File: src/rtl/lfsr_pkg.sv
// Shared types and defaults for the LFSR seed generator.
// Optional build macro: LFSR_ZERO_GUARD_EN (escape from the all-zero lockup).
package lfsr_pkg;

    typedef enum logic [1:0] {
        IDLE = 2'd0,
        FILL = 2'd1,
        DONE = 2'd2
    } state_e;

    localparam int          LFSR_W_DEF = 16;
    localparam logic [15:0] TAPS_DEF   = 16'hB400;
    localparam logic [15:0] SEED_DEF   = 16'hACE1;

endpackage

File: src/rtl/lfsr_seed_gen_if.sv
// Controller <-> seed generator bundle.
// master = game controller FSM, slave = seed generator.
interface lfsr_seed_gen_if #(
    parameter int WIDTH = 64
);
    logic             lfsr_rst;
    logic             en;
    logic [WIDTH-1:0] seed;
    logic             lfsr_load;
    logic             busy;

    modport master (
        output lfsr_rst,
        output en,
        input  seed,
        input  lfsr_load,
        input  busy
    );

    modport slave (
        input  lfsr_rst,
        input  en,
        output seed,
        output lfsr_load,
        output busy
    );
endinterface

File: src/rtl/lfsr_core.sv
// Right-shifting Galois LFSR with SEED reload and optional zero guard.
// Optional build macro: LFSR_ZERO_GUARD_EN.
module lfsr_core
    import lfsr_pkg::*;
#(
    parameter int                 LFSR_W = LFSR_W_DEF,
    parameter logic [LFSR_W-1:0]  TAPS   = TAPS_DEF,
    parameter logic [LFSR_W-1:0]  SEED   = SEED_DEF
) (
    input  logic clk,
    input  logic rst_n,
    input  logic init_i,
    input  logic step_i,
    output logic bit_o
);

    logic [LFSR_W-1:0] lfsr_q;
    logic [LFSR_W-1:0] lfsr_d;
    logic [LFSR_W-1:0] cur;

    always_comb begin
        cur = lfsr_q;
`ifdef LFSR_ZERO_GUARD_EN
        // A zero state steps as if it were 1, so it can never stick.
        if (lfsr_q == '0) cur = LFSR_W'(1);
`endif
        lfsr_d = lfsr_q;
        if (init_i)
            lfsr_d = SEED;
        else if (step_i)
            lfsr_d = (cur >> 1) ^ (cur[0] ? TAPS : '0);
    end

    assign bit_o = cur[0];

    always_ff @(posedge clk or negedge rst_n) begin
        if (!rst_n) lfsr_q <= SEED;
        else        lfsr_q <= lfsr_d;
    end

endmodule

File: src/rtl/lfsr_seed_gen.sv
// Seed generator: FSM, bit counter and seed shift register around lfsr_core.
// Optional build macro: LFSR_ZERO_GUARD_EN (passed through to lfsr_core).
module lfsr_seed_gen
    import lfsr_pkg::*;
#(
    parameter int                WIDTH  = 64,
    parameter int                LFSR_W = LFSR_W_DEF,
    parameter logic [LFSR_W-1:0] TAPS   = TAPS_DEF,
    parameter logic [LFSR_W-1:0] SEED   = SEED_DEF
) (
    input  logic             clk,
    input  logic             reset,
    lfsr_seed_gen_if.slave   bus
);

    localparam int CNT_W = $clog2(WIDTH + 1);

    state_e             state_q, state_d;
    logic [CNT_W-1:0]   cnt_q, cnt_d;
    logic [WIDTH-1:0]   seed_q, seed_d;
    logic               step;
    logic               init;
    logic               b;

    lfsr_core #(
        .LFSR_W (LFSR_W),
        .TAPS   (TAPS),
        .SEED   (SEED)
    ) u_core (
        .clk    (clk),
        .rst_n  (reset),
        .init_i (init),
        .step_i (step),
        .bit_o  (b)
    );

    always_ff @(posedge clk or negedge reset) begin
        if (!reset) begin
            state_q <= IDLE;
            cnt_q   <= '0;
            seed_q  <= '0;
        end else begin
            state_q <= state_d;
            cnt_q   <= cnt_d;
            seed_q  <= seed_d;
        end
    end

    always_comb begin
        state_d = state_q;
        cnt_d   = cnt_q;
        seed_d  = seed_q;
        step    = 1'b0;
        init    = 1'b0;
        if (bus.lfsr_rst) begin
            init    = 1'b1;
            state_d = IDLE;
            cnt_d   = '0;
            seed_d  = '0;
        end else begin
            unique case (state_q)
                IDLE: begin
                    if (bus.en) begin
                        step    = 1'b1;
                        seed_d  = {seed_q[WIDTH-2:0], b};
                        cnt_d   = CNT_W'(1);
                        state_d = FILL;
                    end
                end
                FILL: begin
                    if (bus.en) begin
                        step   = 1'b1;
                        seed_d = {seed_q[WIDTH-2:0], b};
                        cnt_d  = cnt_q + CNT_W'(1);
                        if (cnt_d == CNT_W'(WIDTH))
                            state_d = DONE;
                    end
                end
                DONE: begin
                    // Controller must drop en for an edge to ask again.
                    if (!bus.en) begin
                        state_d = IDLE;
                        cnt_d   = '0;
                    end
                end
                default: begin
                    state_d = IDLE;
                    cnt_d   = '0;
                end
            endcase
        end
    end

    always_comb begin
        bus.lfsr_load = 1'b0;
        bus.busy      = 1'b0;
        unique case (1'b1)
            (state_q == DONE): bus.lfsr_load = 1'b1;
            (state_q == FILL): bus.busy      = 1'b1;
            default: ;
        endcase
    end

    assign bus.seed = seed_q;

endmodule
File: src/flat_wrapper.sv
// flat-port wrapper written by rule: the top's interface ports become plain ports
module lfsr_seed_gen_flat import lfsr_pkg::*;
#(
    parameter int                WIDTH  = 64,
    parameter int                LFSR_W = LFSR_W_DEF,
    parameter logic [LFSR_W-1:0] TAPS   = TAPS_DEF,
    parameter logic [LFSR_W-1:0] SEED   = SEED_DEF
)
  (clk, reset, bus_lfsr_rst, bus_en, bus_seed, bus_lfsr_load, bus_busy);
  lfsr_seed_gen_if #(.WIDTH(WIDTH)) bus_i ();
  input  logic clk;
  input  logic reset;
  input wire logic [$bits(bus_i.lfsr_rst)-1:0] bus_lfsr_rst;
  input wire logic [$bits(bus_i.en)-1:0] bus_en;
  output wire logic [$bits(bus_i.seed)-1:0] bus_seed;
  output wire logic [$bits(bus_i.lfsr_load)-1:0] bus_lfsr_load;
  output wire logic [$bits(bus_i.busy)-1:0] bus_busy;
  assign bus_i.lfsr_rst = bus_lfsr_rst;
  assign bus_i.en = bus_en;
  assign bus_seed = bus_i.seed;
  assign bus_lfsr_load = bus_i.lfsr_load;
  assign bus_busy = bus_i.busy;
  lfsr_seed_gen #(.WIDTH(WIDTH), .LFSR_W(LFSR_W), .TAPS(TAPS), .SEED(SEED)) u_core (.clk(clk), .reset(reset), .bus(bus_i));
endmodule
File: config.mk
export PLATFORM = sky130hd
export DESIGN_NAME = lfsr_seed_gen_flat
export DESIGN_NICKNAME = d
export VERILOG_FILES = /design/src/rtl/lfsr_pkg.sv /design/src/rtl/lfsr_seed_gen_if.sv /design/src/rtl/lfsr_core.sv /design/src/rtl/lfsr_seed_gen.sv /design/src/flat_wrapper.sv
export SDC_FILE = /design/constraint.sdc
export NUM_CORES = 1
export LEC_CHECK = 0
export BUFFER_PORTS_ARGS = -buffer_cell sky130_fd_sc_hd__buf_2
export CAP_MARGIN = 25
export CORE_MARGIN = 2
export CORE_UTILIZATION = 50
export DETAILED_ROUTE_END_ITERATION = 12
export PLACE_DENSITY = 0.87
export SLEW_MARGIN = 20
export SYNTH_ARGS = -nofsm -noshare
export SYNTH_HDL_FRONTEND = slang
export SYNTH_SLANG_ARGS = --single-unit
File: constraint.sdc
create_clock -name clk -period 1.3 [get_ports clk]
set_input_delay 0.13 -clock clk [delete_from_list [all_inputs] [get_ports clk]]
set_output_delay 0.13 -clock clk [all_outputs]
set_load 0.01 [all_outputs]
; ---- Yosys cells after proc, flatten, opt, wreduce, memory -nomap -nowiden
; Index checks and enable logic that the tools add are counted.
[op_classes]
addsub = 1
bitwise_logic = 1
n_mux = 23
n_eq_ne = 7
n_reduce_logical = 8
[ops]
columns = op, count
row1 = two-way mux 64 bit, 3
row2 = two-way mux 16 bit, 3
row3 = two-way mux 7 bit, 4
row4 = one-hot mux 7 bit (3 select lines), 1
row5 = bitwise XOR 15 x 16 -> 16 bit, 1
row6 = two-way mux 2 bit, 5
row7 = "inequality test 3 bit, second input constant", 3
row8 = "adder 7 x 1 -> 7 bit, second input constant", 1
row9 = "equality test 7 bit, second input constant", 1
row10 = two-way mux 1 bit, 6
row11 = one-hot mux 2 bit (3 select lines), 1
row12 = nonzero test 2 bit, 3
row13 = AND reduction 4 bit, 1
row14 = "inequality test 3 x 2 -> 1 bit, second input constant", 1
row15 = AND reduction 3 bit, 1
row16 = "equality test 2 x 1 -> 1 bit, second input constant", 1
row17 = "equality test 2 bit, second input constant", 1
row18 = logical NOT 2 bit, 1
row19 = AND reduction 2 bit, 1
row20 = OR reduction 2 bit, 1
[totals]
inputBits = 4
ff_bits = 89
word_cells = 44
out_inout_bits = 66

; ---- Logic depth before layout (Yosys ltp)
; Gate-level depths: netlist (run 1).
[logic_depth]
word_depth = 6
ltp_mapped = 7
mapped_depth_nobuf = 5

; ---- Hierarchy
; A second synthesis (run 1) with hierarchy kept.
[hier_totals]
hier_cells = 264
area_unflattened_um2 = 3607.2
[modules_own_cells]
columns = mod, seq_area_each_um2, cells_per_inst, instances, area_per_inst_um2
row1 = lfsr_seed_gen, 1826.8, 208, 1, 2880.3
row2 = lfsr_core, 410.4, 56, 1, 726.9

; ---- Least setup slack after synthesis (run 1)
; Ideal clock, no wire load.
[synth_path]
kind = reg-to-reg
from = register u_core.state_q[1]
to = register u_core.cnt_q[2]
period_less_slack_ps = 1297
path_buffers = 2
arrival_time_ps = 1160
path_slack_ps = 3
required_time_ps = 1164
setup_time_ps = 136
stages_incl_launch_ff = 7
cell_sequence = dfrtp_1 buf_2 nor2b_1 and2_1 buf_2 o21ai_0 a21oi_1
[synth_between]
elab_chain_cells = 3
word_cells_on_any_way = 9
classes_between = eq/ne (5) / mux (2) / reduce/logical (2)
[synth_rtl]
columns = element, line_no
row1 = from (decl), lfsr_seed_gen.sv:18  ; state_e state_q, state_d;
row2 = from (signal assigned), lfsr_seed_gen.sv:43  ; state_q <= state_d;
row3 = equality test 2 bit (tied with other cells), lfsr_seed_gen.sv:61  ; unique case (state_q)
row4 = inequality test 3 bit (no source line) / one-hot mux 7 bit (3 select lines) (equally long branches), --
row5 = AND reduction 3 bit (no source line) / two-way mux 7 bit (equally long branches), --
row6 = to (signal assigned), lfsr_seed_gen.sv:44  ; cnt_q <= cnt_d;
row7 = to (decl), lfsr_seed_gen.sv:19  ; logic [CNT_W-1:0] cnt_q, cnt_d;
; Several ways; a longest one is shown, not always the timed one.
; A chain may end at the register's enable or synchronous reset.

; ---- Final worst setup path (run 1)
[layout_path]
from = register u_core.state_q[1]
to = register u_core.seed_q[11], in the netlist u_core.bus.seed[11]
[layout_between]
elab_chain_cells = 4
word_cells_on_any_way = 5
classes_between = eq/ne (1) / reduce/logical (4)
[layout_rtl]
columns = element, line_no
row1 = equality test 2 x 1 -> 1 bit / logical NOT 2 bit (equally long branches), lfsr_seed_gen.sv:61
row2 = OR reduction 2 bit (no source line) *, --
row3 = nonzero test 2 bit (no source line) *, --
row4 = AND reduction 2 bit (no source line) *, --
row5 = to (signal assigned), lfsr_seed_gen.sv:41  ; seed_q <= '0;
row6 = to (signal assigned), lfsr_seed_gen.sv:45  ; seed_q <= seed_d;
row7 = to (decl), lfsr_seed_gen.sv:20  ; logic [WIDTH-1:0] seed_q, seed_d;
; Mark *: on every way between the ends. The rest lies on a longest branch, timed or not.

==> results_dict.tcl, run 1 <==
set metrics [dict create \
    outcome "finished with violations" \
    violated_checks "negative setup slack" \
    critical_path.startpoint_type "flop" \
    synth-xor-area-share 0.00937 \
    synth-seq-area-share 0.598 \
    route.detailed.drc 0 \
    power.leakage_uw 0.00228 \
    number_of_h_tree_levels 3 \
    global_route_wire_length_before_repair_um 13700 \
    setup_viol_count_final 63 \
    drtPass1Iterations 5 \
    area_growth_syn_to_layout_pct 30.0 \
    yosys_register_bits 89 \
    synth_area_leaders "sky130_fd_sc_hd__dfrtp_1, sky130_fd_sc_hd__nand2_1, sky130_fd_sc_hd__a21oi_1" \
    multiInputGateArea_mm2 0.00153 \
    cts_tree "built" \
    yosys.cell_types.count 31 \
    detailed_place_hpwl_um 5130 \
    finalWeightedCongestion 0.871 \
    floorplan.die.height_um 90.5 \
    routedWlPerCell_um 16.1 \
    timing.critical_path.slowest_stage_cell "sky130_fd_sc_hd__dfrtp_2" \
    fraction_of_layout_cells_with_a_size_suffix_above_1 0.327 \
    worst_slew_margin_rel 0.758 \
    timing.hold.worst.start "bus_lfsr_rst" \
    numClockSinks 89 \
    cap_violations 0 \
    design.die.area_mm2 0.00818 \
    ioPinCount 70 \
    vias_per_cell 5.46 \
    dominant_combinational_cell_family_by_area_after_synthesis "simple AND/OR/NAND/NOR gates" \
    worst_setup_path_startpoint "u_core.state_q[1]" \
    post_route_utilization 0.670 \
    irDropWorstVdd_uv 802 \
    timing.critical_path.buf_inv 3 \
    hold-path-cell-count 2 \
    synth.avg_cell_area_um2 9.01 \
    synth_warnings 0 \
    critical_path.endpoint_type "flop" \
    crit_chain "buf_6, nor2b_4, buf_12, buf_6, nand2_1, a21oi_1" \
    initialDrtViolationCount 211 \
    routed-via-count 3262 \
    final_total_power_uw 5270 \
    wl_um 9620 \
    placeableCoreArea_mm2 0.00725 \
    fmax_mhz 728 \
    unrepaired_setup_endpoints_after_global_routing "true" \
    r2r.worst_path.cells 6 \
    synth_fp_nets 420 \
    critPathMostFrequentCell "sky130_fd_sc_hd__buf_6" \
    setup.worst_path.class "flop to flop" \
    tritoncts.num_buffers 9 \
    final_min_period_over_clock_period 1.06 \
    clk_path_buf_depth 2 \
    antennaDiodeCount 0 \
    antenna_found_initial 0 \
    finish.net_count 498 \
    synthesis.instances 415 \
    hold_path.class "input port to flop" \
    clk-insertion-delay-late_ps 370 \
    path_delay_family "buffers and inverters" \
    synth_fa_ha_area_frac 0.00335 \
    worstPathArrival_ps 1650 \
    die_width_um 90.5 \
    vias_in_the_first_global_route 2920 \
    setup_ws_pre_cts_ps -24.7 \
    path_depth 6 \
    synthMuxAreaShare 0.00569 \
    critical_path_peak_fanout 12 \
    fill_cells 563 \
    clk_transition_reported_paths_ps 90 \
    power_density_mw_per_mm2 1080 \
    yosys.area.top_type_share 0.542 \
    buffer_ports.inserted 69 \
    slowest_delay_ps 480 \
    antenna_left 0 \
    netlist.top_cell.by_area "sky130_fd_sc_hd__dfrtp_1" \
    placementRows 31 \
    min_period_ps 1370 \
    timing.final.max_slew_violations 0 \
    floorplan.initialDensity 0.515 \
    grt-ovfl-total 0 \
    syn-cell-area_mm2 0.00374 \
    grt_use_total 0.206 \
    worst_clock_skew_ps 12.8 \
    tightest_slew_ps 362 \
    timing.final.hold_violations 0 \
    seqCellArea_mm2 0.00224 \
    grt_start_max_net_pins 82 \
    r2r-start "u_core.state_q[1]" \
    synth_compound_gate_area_share 0.138 \
    least_setup_slack_across_all_paths_after_layout_ps -74.2 \
    worst-endpoint-required_ps 1580 \
    post_synth_and_or_nand_nor_area_fraction 0.205 \
    cts_root_buffer "sky130_fd_sc_hd__clkbuf_8" \
]
## layout by cell type (no fill, tap or decap), types with 4 or more instances in the layout
cell type | synthesis | routed
sky130_fd_sc_hd__nand2_1 | 161 | 151
sky130_fd_sc_hd__dfrtp_1 | 81 | 79
sky130_fd_sc_hd__buf_2 | 14 | 67
sky130_fd_sc_hd__a21oi_1 | 80 | 59
sky130_fd_sc_hd__a21oi_2 | 0 | 21
sky130_fd_sc_hd__buf_4 | 1 | 11
sky130_fd_sc_hd__nand2_4 | 1 | 9
sky130_fd_sc_hd__nand3_1 | 10 | 9
sky130_fd_sc_hd__clkbuf_8 | 0 | 9
sky130_fd_sc_hd__dfstp_2 | 8 | 8
sky130_fd_sc_hd__buf_6 | 1 | 7
sky130_fd_sc_hd__nor2_1 | 6 | 6
sky130_fd_sc_hd__o21ai_0 | 7 | 5
sky130_fd_sc_hd__clkbuf_16 | 0 | 5
sky130_fd_sc_hd__buf_12 | 0 | 5
sky130_fd_sc_hd__xnor2_1 | 4 | 4
sky130_fd_sc_hd__o211ai_1 | 4 | 4
## cells in the mapped netlist, drive strengths merged
master,number
buf,16
or3,2
nor2,6
mux2,1
dfrtp,81
o211ai,4
and2,2
a211oi,1
o21ai,7
inv,1
nand2b,1
mux2i,1
nand3,10
nor2b,4
dfstp,8
o31a,2
nor3,1
nand2,162
xnor2,4
nor3b,1
a21oi,80
or2b,1
ha,1
clkbuf,15
o22a,1
o31ai,1
a32o,1
## registers in the layout (all words and copies together), names as in the netlist
name	cells
u_core.cnt_q	7
u_core.bus.seed	64
u_core.u_core.cur	16
u_core.state_q	2
## power by group
group	internal, uW	leakage (uW)	switching [uW]	total [uW]
Combinational	184	0.000985	290	475
Sequential	2820	0.00120	38.5	2860
Clock	897	0.0000929	1030	1930
## cell type report
class	instances	area share
Inverter	1	0.000773
Multi-Input combinational cell	294	0.315
Sequential cell	89	0.461
Clock inverter	6	0.0139
Timing Repair Buffer	98	0.158
Clock buffer	10	0.0263
Tap cell	99	0.0255
## stage by stage
stage	instance area [um2]	setup TNS, ps	hold WS [ps]	cells
6_report	4860	-1560	84.9	597
5_1_grt	4860	-5840	73.0	597
4_1_cts	4490	-918	77.1	585
3_5_place_dp	4230	-84.3	64.8	566
3_3_place_gp	4230	0	64.2	566
2_1_floorplan	3740	0	-166	415
## path summary, 6_finish.rpt
kind	end	slack [ps]
max	u_core.bus.seed[11]	-70
min	u_core.cnt_q[5]	80
max reg2reg	u_core.bus.seed[11]	-70
min reg2reg	u_core.u_core.cur[7]	490
max in group asynchronous	u_core.u_core.cur[5]	520
min in group asynchronous	u_core.bus.seed[51]	210
## timing repair
item | in CTS | in global routing
endpoints found under the setup margin | 38 | 90
hold endpoints to repair | 38 | 0
setup buffers | 2 | 3
resized for setup | 13 | 48
pin swaps | 3 | 12
hold buffers | 1 | 0
gates cloned | 0 | 9
## layer usage
metal  share of wire  track usage  vias up
li1                -            -     1521
met1            0.42        0.288     1607
met2            0.50        0.316      120
met3           0.064       0.0409       14
met4           0.011       0.0885        0
met5               0            0        -
## cells by family (layout without fill, tap and decap cells)
family / count (synthesis) / after routing
buffers and inverters: 32 / 115
and+or+nand+nor: 190 / 190
adders and majority gates: 1 / 1
AOI/OAI and AO/OA: 97 / 97
DFF: 89 / 89
xor gates and xnor gates: 4 / 4
muxes: 2 / 2
(Power assumes the default switching activity.)
==> run 2: changes to the inputs <==
==> constraint.sdc (replaced) <==
create_clock -name clk -period 1.2 [get_ports clk]
set_input_delay 0.12 -clock clk [delete_from_list [all_inputs] [get_ports clk]]
set_output_delay 0.12 -clock clk [all_outputs]
set_load 0.01 [all_outputs]
==> run 2 against run 1 <==
Net effect: the run still ends with negative setup slack left; critical endpoint is now u_core.u_core.cur[13]; sequential share of layout area fell by 2.5 points; highest routed layer unchanged; largest cell class unchanged; cell area rose by 5.8%; clock power rose by 5%; clock skew fell by 3.3 ps; cell count rose by 2.3%.
==> results_dict.tcl, run 2 (same netlist as run 1, synthesis figures left out) <==
set metrics [dict create \
    outcome "finished with violations" \
    violated_checks "negative setup slack" \
    hold_path.class "input port to flop" \
    fraction_of_layout_cells_with_a_size_suffix_above_1 0.379 \
    antenna_left 0 \
    stdcell_area_mm2 0.00514 \
    vias_in_the_first_global_route 3145 \
    fin_setup_tns_ps -15170 \
    fmax_mhz 690 \
    clk_transition_reported_paths_ps 90 \
    floorplan.initialDensity 0.515 \
    wl_um 10600 \
    vias_per_cell 5.75 \
    globalRouteMet2Util 0.353 \
    clk-insertion-delay-late_ps 360 \
    power_frac_comb 0.106 \
    irDropWorstVdd_uv 652 \
    r2r.worst_path.cells 4 \
    antennaDiodeCount 0 \
    route.detailed.drc 0 \
    layout.cells.most_common_list "sky130_fd_sc_hd__nand2_1, sky130_fd_sc_hd__dfrtp_1, sky130_fd_sc_hd__a21oi_1, sky130_fd_sc_hd__buf_2, sky130_fd_sc_hd__nand2_2" \
    grt-ovfl-total 0 \
    least_setup_slack_across_all_paths_after_layout_ps -250 \
    drtPass1Iterations 5 \
    timing.final.max_slew_violations 0 \
    global_route_wire_length_before_repair_um 14400 \
    timing.final.hold_violations 0 \
    worst_clock_skew_ps 9.52 \
    routed-via-count 3514 \
    worstPathArrival_ps 1720 \
    placeableCoreArea_mm2 0.00725 \
    regToRegSetupSlack_ps -250 \
    critical_path.startpoint_type "flop" \
    hold-path-cell-count 4 \
    post_dp_cell_area_mm2 0.00433 \
    detailed_place_hpwl_um 5400 \
    ioPinCount 70 \
    area_growth_syn_to_layout_pct 37.6 \
    cts_tree "built" \
    grt_use_total 0.216 \
    routedWlPerCell_um 17.3 \
    initialDrtViolationCount 271 \
    power_density_mw_per_mm2 1110 \
    critical_path_endpoint "u_core.u_core.cur[13]" \
    tightest_slew_ps 431 \
    power_frac_clock 0.352 \
    worstReg2RegEnd "u_core.u_core.cur[13]" \
    unrepaired_setup_endpoints_after_global_routing "true" \
    tritoncts.num_buffers 9 \
    finalWeightedCongestion 0.864 \
    power.leakage_uw 0.00238 \
    min_period_ps 1450 \
    netSwitchingPower_uw 1440 \
    r2r-start "u_core.state_q[1]" \
    floorplan.die.height_um 90.5 \
    worst_slew_margin_rel 0.713 \
    grt-busiest-layer "met2" \
    number_of_h_tree_levels 3 \
    grt_util_met1 0.280 \
    setup_ws_pre_cts_ps -81.5 \
    finish.net_count 513 \
    worst_setup_path_startpoint "u_core.state_q[1]" \
    grt_start_max_net_pins 57 \
    groute.layer.met3.usage 0.0518 \
    critical_path_peak_fanout 9 \
    cts_root_buffer "sky130_fd_sc_hd__clkbuf_8" \
    largest_reg_flops 64 \
    buffer_ports.inserted 69 \
    final_min_period_over_clock_period 1.21 \
    p_int_uw 4280 \
    critical_path.endpoint_type "flop" \
    setup_viol_count_final 89 \
    final_common_cell "sky130_fd_sc_hd__nand2_1" \
    swShare 0.251 \
    placementRows 31 \
    die_width_um 90.5 \
    power.share.sequential 0.542 \
    clk_path_buf_depth 2 \
    cap_violations 0 \
    post_route_utilization 0.709 \
    setup.worst_path.class "flop to flop" \
    antenna_found_initial 0 \
    numClockSinks 89 \
    worst-endpoint-required_ps 1470 \
    design.die.area_mm2 0.00818 \
]
## run 2: per-layer routing
layer | part of all wire | wire [um] | vias up
met5 | 0 | 0 | -
met4 | 0.027 | 289 | 0
met3 | 0.076 | 809 | 38
met2 | 0.51 | 5440 | 201
met1 | 0.38 | 4040 | 1733
li1 | - | - | 1542
## run 2: worst max-delay path: stages, from the launching register on
cell and delay, ps:
sky130_fd_sc_hd__dfrtp_1 420, sky130_fd_sc_hd__buf_6 150, sky130_fd_sc_hd__or2b_4 360, sky130_fd_sc_hd__clkbuf_16 210, sky130_fd_sc_hd__o211ai_1 220
## run 2: stage by stage
stage               std cells  power (uW)  hold WS (ps)
floorplan                 415        3390          -176
detailed placement        573        3550          90.9
CTS                       596        5570           123
global placement          573        3530          79.9
global route              611        5930           170
finish                    611        5720           154
## run 2: area by class of cell
cell class                      instances  area (um2)
Sequential cell                        89        2240
Timing Repair Buffer                  113         992
Inverter                                1        3.75
Fill cell                             469        2110
Tap cell                               99         124
Clock buffer                           11         131
Clock inverter                          4        53.8
Multi-Input combinational cell        294        1600
## run 2: worst min-delay path by stage
stage,from,end,slack (ps)
floorplan,reset,u_core.bus.seed[0],-180
global placement,reset,u_core.bus.seed[50],80
detailed placement,reset,u_core.bus.seed[50],90
CTS,bus_lfsr_rst,u_core.state_q[0],120
global route,bus_lfsr_rst,u_core.state_q[0],170
finish,bus_lfsr_rst,u_core.state_q[0],150
## run 2: what timing repair did
item / 4_1_cts / 5_1_grt
setup endpoints to repair: 89 / 90
buffers inserted: 7 / 6
gates resized for setup: 19 / 56
pin swaps: 9 / 10
hold endpoints to repair: 20 / 0
gates cloned: 0 / 9
hold buffers: 1 / 0
## run 2: power by group through the flow
stage | Combinational, uW | Clock (uW) | Sequential [uW]
4_1_cts | 441 | 2030 | 3100
6_report | 604 | 2020 | 3100
3_3_place_gp | 383 | 0 | 3150
2_1_floorplan | 247 | 0 | 3140
5_1_grt | 646 | 2180 | 3110
3_5_place_dp | 397 | 0 | 3150
==> run 3: changes to the inputs <==
--- a/config.mk
+++ b/config.mk
@@ -7,10 +7,11 @@
 export LEC_CHECK = 0
 export BUFFER_PORTS_ARGS = -buffer_cell sky130_fd_sc_hd__buf_2
 export CAP_MARGIN = 25
-export CORE_MARGIN = 2
-export CORE_UTILIZATION = 50
+export CELL_PAD_IN_SITES_DETAIL_PLACEMENT = 0
+export CELL_PAD_IN_SITES_GLOBAL_PLACEMENT = 1
+export CORE_UTILIZATION = 37
 export DETAILED_ROUTE_END_ITERATION = 12
-export PLACE_DENSITY = 0.87
+export PLACE_DENSITY = 0.86
 export SLEW_MARGIN = 20
 export SYNTH_ARGS = -nofsm -noshare
 export SYNTH_HDL_FRONTEND = slang
==> run 3 against run 2 <==
Net effect: the flow still finishes with violations (negative setup slack); routed wire length up 9.1%; sequential share of layout area down 6.3 points; die area up 28%; power up 9.1%; worst setup slack better by 12 ps; sequential cell count unchanged; register-to-register slack about the same; hold slack worse by 31 ps; clock-buffer cell count down 1; critical path depth unchanged; utilization down 9.3 points; critical path type unchanged; largest cell class is now multi-input gates.
==> results_dict.tcl, run 3 (same netlist as run 1, synthesis figures left out) <==
set metrics [dict create \
    floorplan.die.height_um 103 \
    p_int_uw 4590 \
    power.leakage_uw 0.00293 \
    drtPass1Iterations 4 \
    power_density_mw_per_mm2 1040 \
    critical_path_peak_fanout 4 \
    route.detailed.drc 0 \
    final_common_cell "sky130_fd_sc_hd__dfrtp_1" \
    cts_root_buffer "sky130_fd_sc_hd__clkbuf_8" \
    placementRows 36 \
    power.share.sequential 0.500 \
    largest_reg_flops 64 \
    fraction_of_layout_cells_with_a_size_suffix_above_1 0.631 \
    initialDrtViolationCount 217 \
    number_of_h_tree_levels 3 \
    vias_per_cell 5.22 \
    antennaDiodeCount 0 \
    routed-via-count 3393 \
    timing.final.hold_violations 0 \
    cts_tree "built" \
    clk-insertion-delay-late_ps 380 \
    hold_path.class "input port to flop" \
    finish.net_count 517 \
    least_setup_slack_across_all_paths_after_layout_ps -237 \
    fin_setup_tns_ps -11900 \
    floorplan.initialDensity 0.382 \
    routedWlPerCell_um 17.8 \
    netSwitchingPower_uw 1660 \
    timing.hold.worst.start "bus_lfsr_rst" \
    worst_slew_margin_rel 0.670 \
    final_total_power_uw 6240 \
    timing.final.max_slew_violations 0 \
    worst_setup_path_startpoint "u_core.state_q[0]" \
    grt-ovfl-total 0 \
    area_growth_syn_to_layout_pct 61.0 \
    fmax_mhz 696 \
    numClockSinks 89 \
    antenna_left 0 \
    design.die.area_mm2 0.0105 \
    worst-endpoint-required_ps 1490 \
    grt_use_total 0.199 \
    critical_path.endpoint_type "flop" \
    tritoncts.num_buffers 9 \
    setup_viol_count_final 90 \
    vias_in_the_first_global_route 3195 \
    outcome "finished with violations" \
    die_width_um 103 \
    power_frac_clock 0.374 \
    violated_checks "negative setup slack" \
    placeableCoreArea_mm2 0.00977 \
    wl_um 11500 \
    clk_transition_reported_paths_ps 80 \
    tightest_slew_ps 496 \
    fill_cells 733 \
    r2r-start "u_core.state_q[0]" \
    clk_path_buf_depth 2 \
    setup.worst_path.class "flop to flop" \
    worstPathArrival_ps 1730 \
    unrepaired_setup_endpoints_after_global_routing "true" \
    worst_clock_skew_ps 24.1 \
    min_period_ps 1440 \
    critical_path.startpoint_type "flop" \
    cap_violations 0 \
    swShare 0.266 \
    power_frac_comb 0.126 \
    grt_start_max_net_pins 90 \
    detailed_place_hpwl_um 5020 \
    irDropWorstVdd_uv 494 \
    layout.cells.most_common_list "sky130_fd_sc_hd__dfrtp_1, sky130_fd_sc_hd__buf_2, sky130_fd_sc_hd__nand2_1" \
    ioPinCount 70 \
    finalWeightedCongestion 0.794 \
    antenna_found_initial 0 \
    global_route_wire_length_before_repair_um 15900 \
    post_route_utilization 0.616 \
    final_min_period_over_clock_period 1.20 \
    buffer_ports.inserted 69 \
]
-- run 3: changes by cell type in the layout (fill, tap and decap cells not counted), moves of 2 or more --
cell                        delta
sky130_fd_sc_hd__a21oi_1      -48
sky130_fd_sc_hd__a21oi_2      +47
sky130_fd_sc_hd__buf_12        +4
sky130_fd_sc_hd__buf_16        +7
sky130_fd_sc_hd__buf_4         -4
sky130_fd_sc_hd__clkbuf_16     -5
sky130_fd_sc_hd__nand2_1      -69
sky130_fd_sc_hd__nand2_2      +13
sky130_fd_sc_hd__nand2_4      +56
sky130_fd_sc_hd__nand3_1       -4
sky130_fd_sc_hd__nand3_2       +4
sky130_fd_sc_hd__nor2_2        +2
sky130_fd_sc_hd__o21ai_1       -2
sky130_fd_sc_hd__o21ai_2       +3
-- run 3: what timing repair did --
action	CTS	global route
gates cloned	11	5
setup buffers	13	2
endpoints found under the hold margin	81	0
hold buffers	1	0
setup endpoints to repair	90	90
pin swaps	30	72
gates resized for setup	119	166
-- run 3: final timing paths --
| path | end | slack [ps] | cells after the start |
|---|---|---|---|
| max reg2reg | u_core.cnt_q[6] | -240 | 4 |
| min | u_core.cnt_q[6] | 120 | 2 |
| max in group asynchronous | u_core.cnt_q[3] | 490 | 3 |
| min in group asynchronous | u_core.bus.seed[17] | 310 | 3 |
| max | u_core.cnt_q[6] | -240 | 4 |
| min reg2reg | u_core.u_core.cur[6] | 500 | 2 |
-- run 3: layout make-up --
| cell class | count | area (um2) | area share |
|---|---|---|---|
| repair buffers | 116 | 1110 | 0.185 |
| flip-flops and latches | 89 | 2240 | 0.372 |
| well taps | 133 | 166 | 0.0277 |
| inverters | 1 | 3.75 | 0.000624 |
| clock inverters | 6 | 90.1 | 0.0150 |
| multi-input cells | 295 | 2270 | 0.378 |
| clock buffers | 10 | 128 | 0.0212 |
-- run 3: per-stage QoR --
| step | cells | instance area, um2 | hold slack, ps | worst slack, ps |
|---|---|---|---|---|
| floorplan | 415 | 3840 | -176 | -43.7 |
| global placement | 606 | 4340 | 196 | -100 |
| detailed placement | 606 | 4340 | 205 | -125 |
| CTS | 647 | 5360 | 120 | -169 |
| global route | 650 | 6020 | 120 | -268 |
| finish | 650 | 6020 | 123 | -237 |
-- run 3: routing by layer --
metal | track usage | part of all wire | up-vias | wire, um
met5 | 0 | 0 | - | 0
met2 | 0.335 | 0.53 | 88 | 6070
li1 | - | - | 1564 | -
met3 | 0.0414 | 0.038 | 25 | 433
met1 | 0.247 | 0.42 | 1716 | 4800
met4 | 0.0879 | 0.021 | 0 | 242
-- run 3: critical path: stages (launching register included) --
cell and delay (ps):
sky130_fd_sc_hd__dfrtp_2 450, sky130_fd_sc_hd__nand2_4 70, sky130_fd_sc_hd__or3_4 390, sky130_fd_sc_hd__o31a_1 310, sky130_fd_sc_hd__a21oi_2 150
-- run 3: power groups by stage --
stage / Sequential, uW / Clock (uW) / Combinational, uW
2_1_floorplan: 3140 / 0 / 247
4_1_cts: 3100 / 2330 / 652
3_3_place_gp: 3150 / 0 / 388
6_report: 3120 / 2340 / 785
5_1_grt: 3130 / 2470 / 833
3_5_place_dp: 3150 / 0 / 395
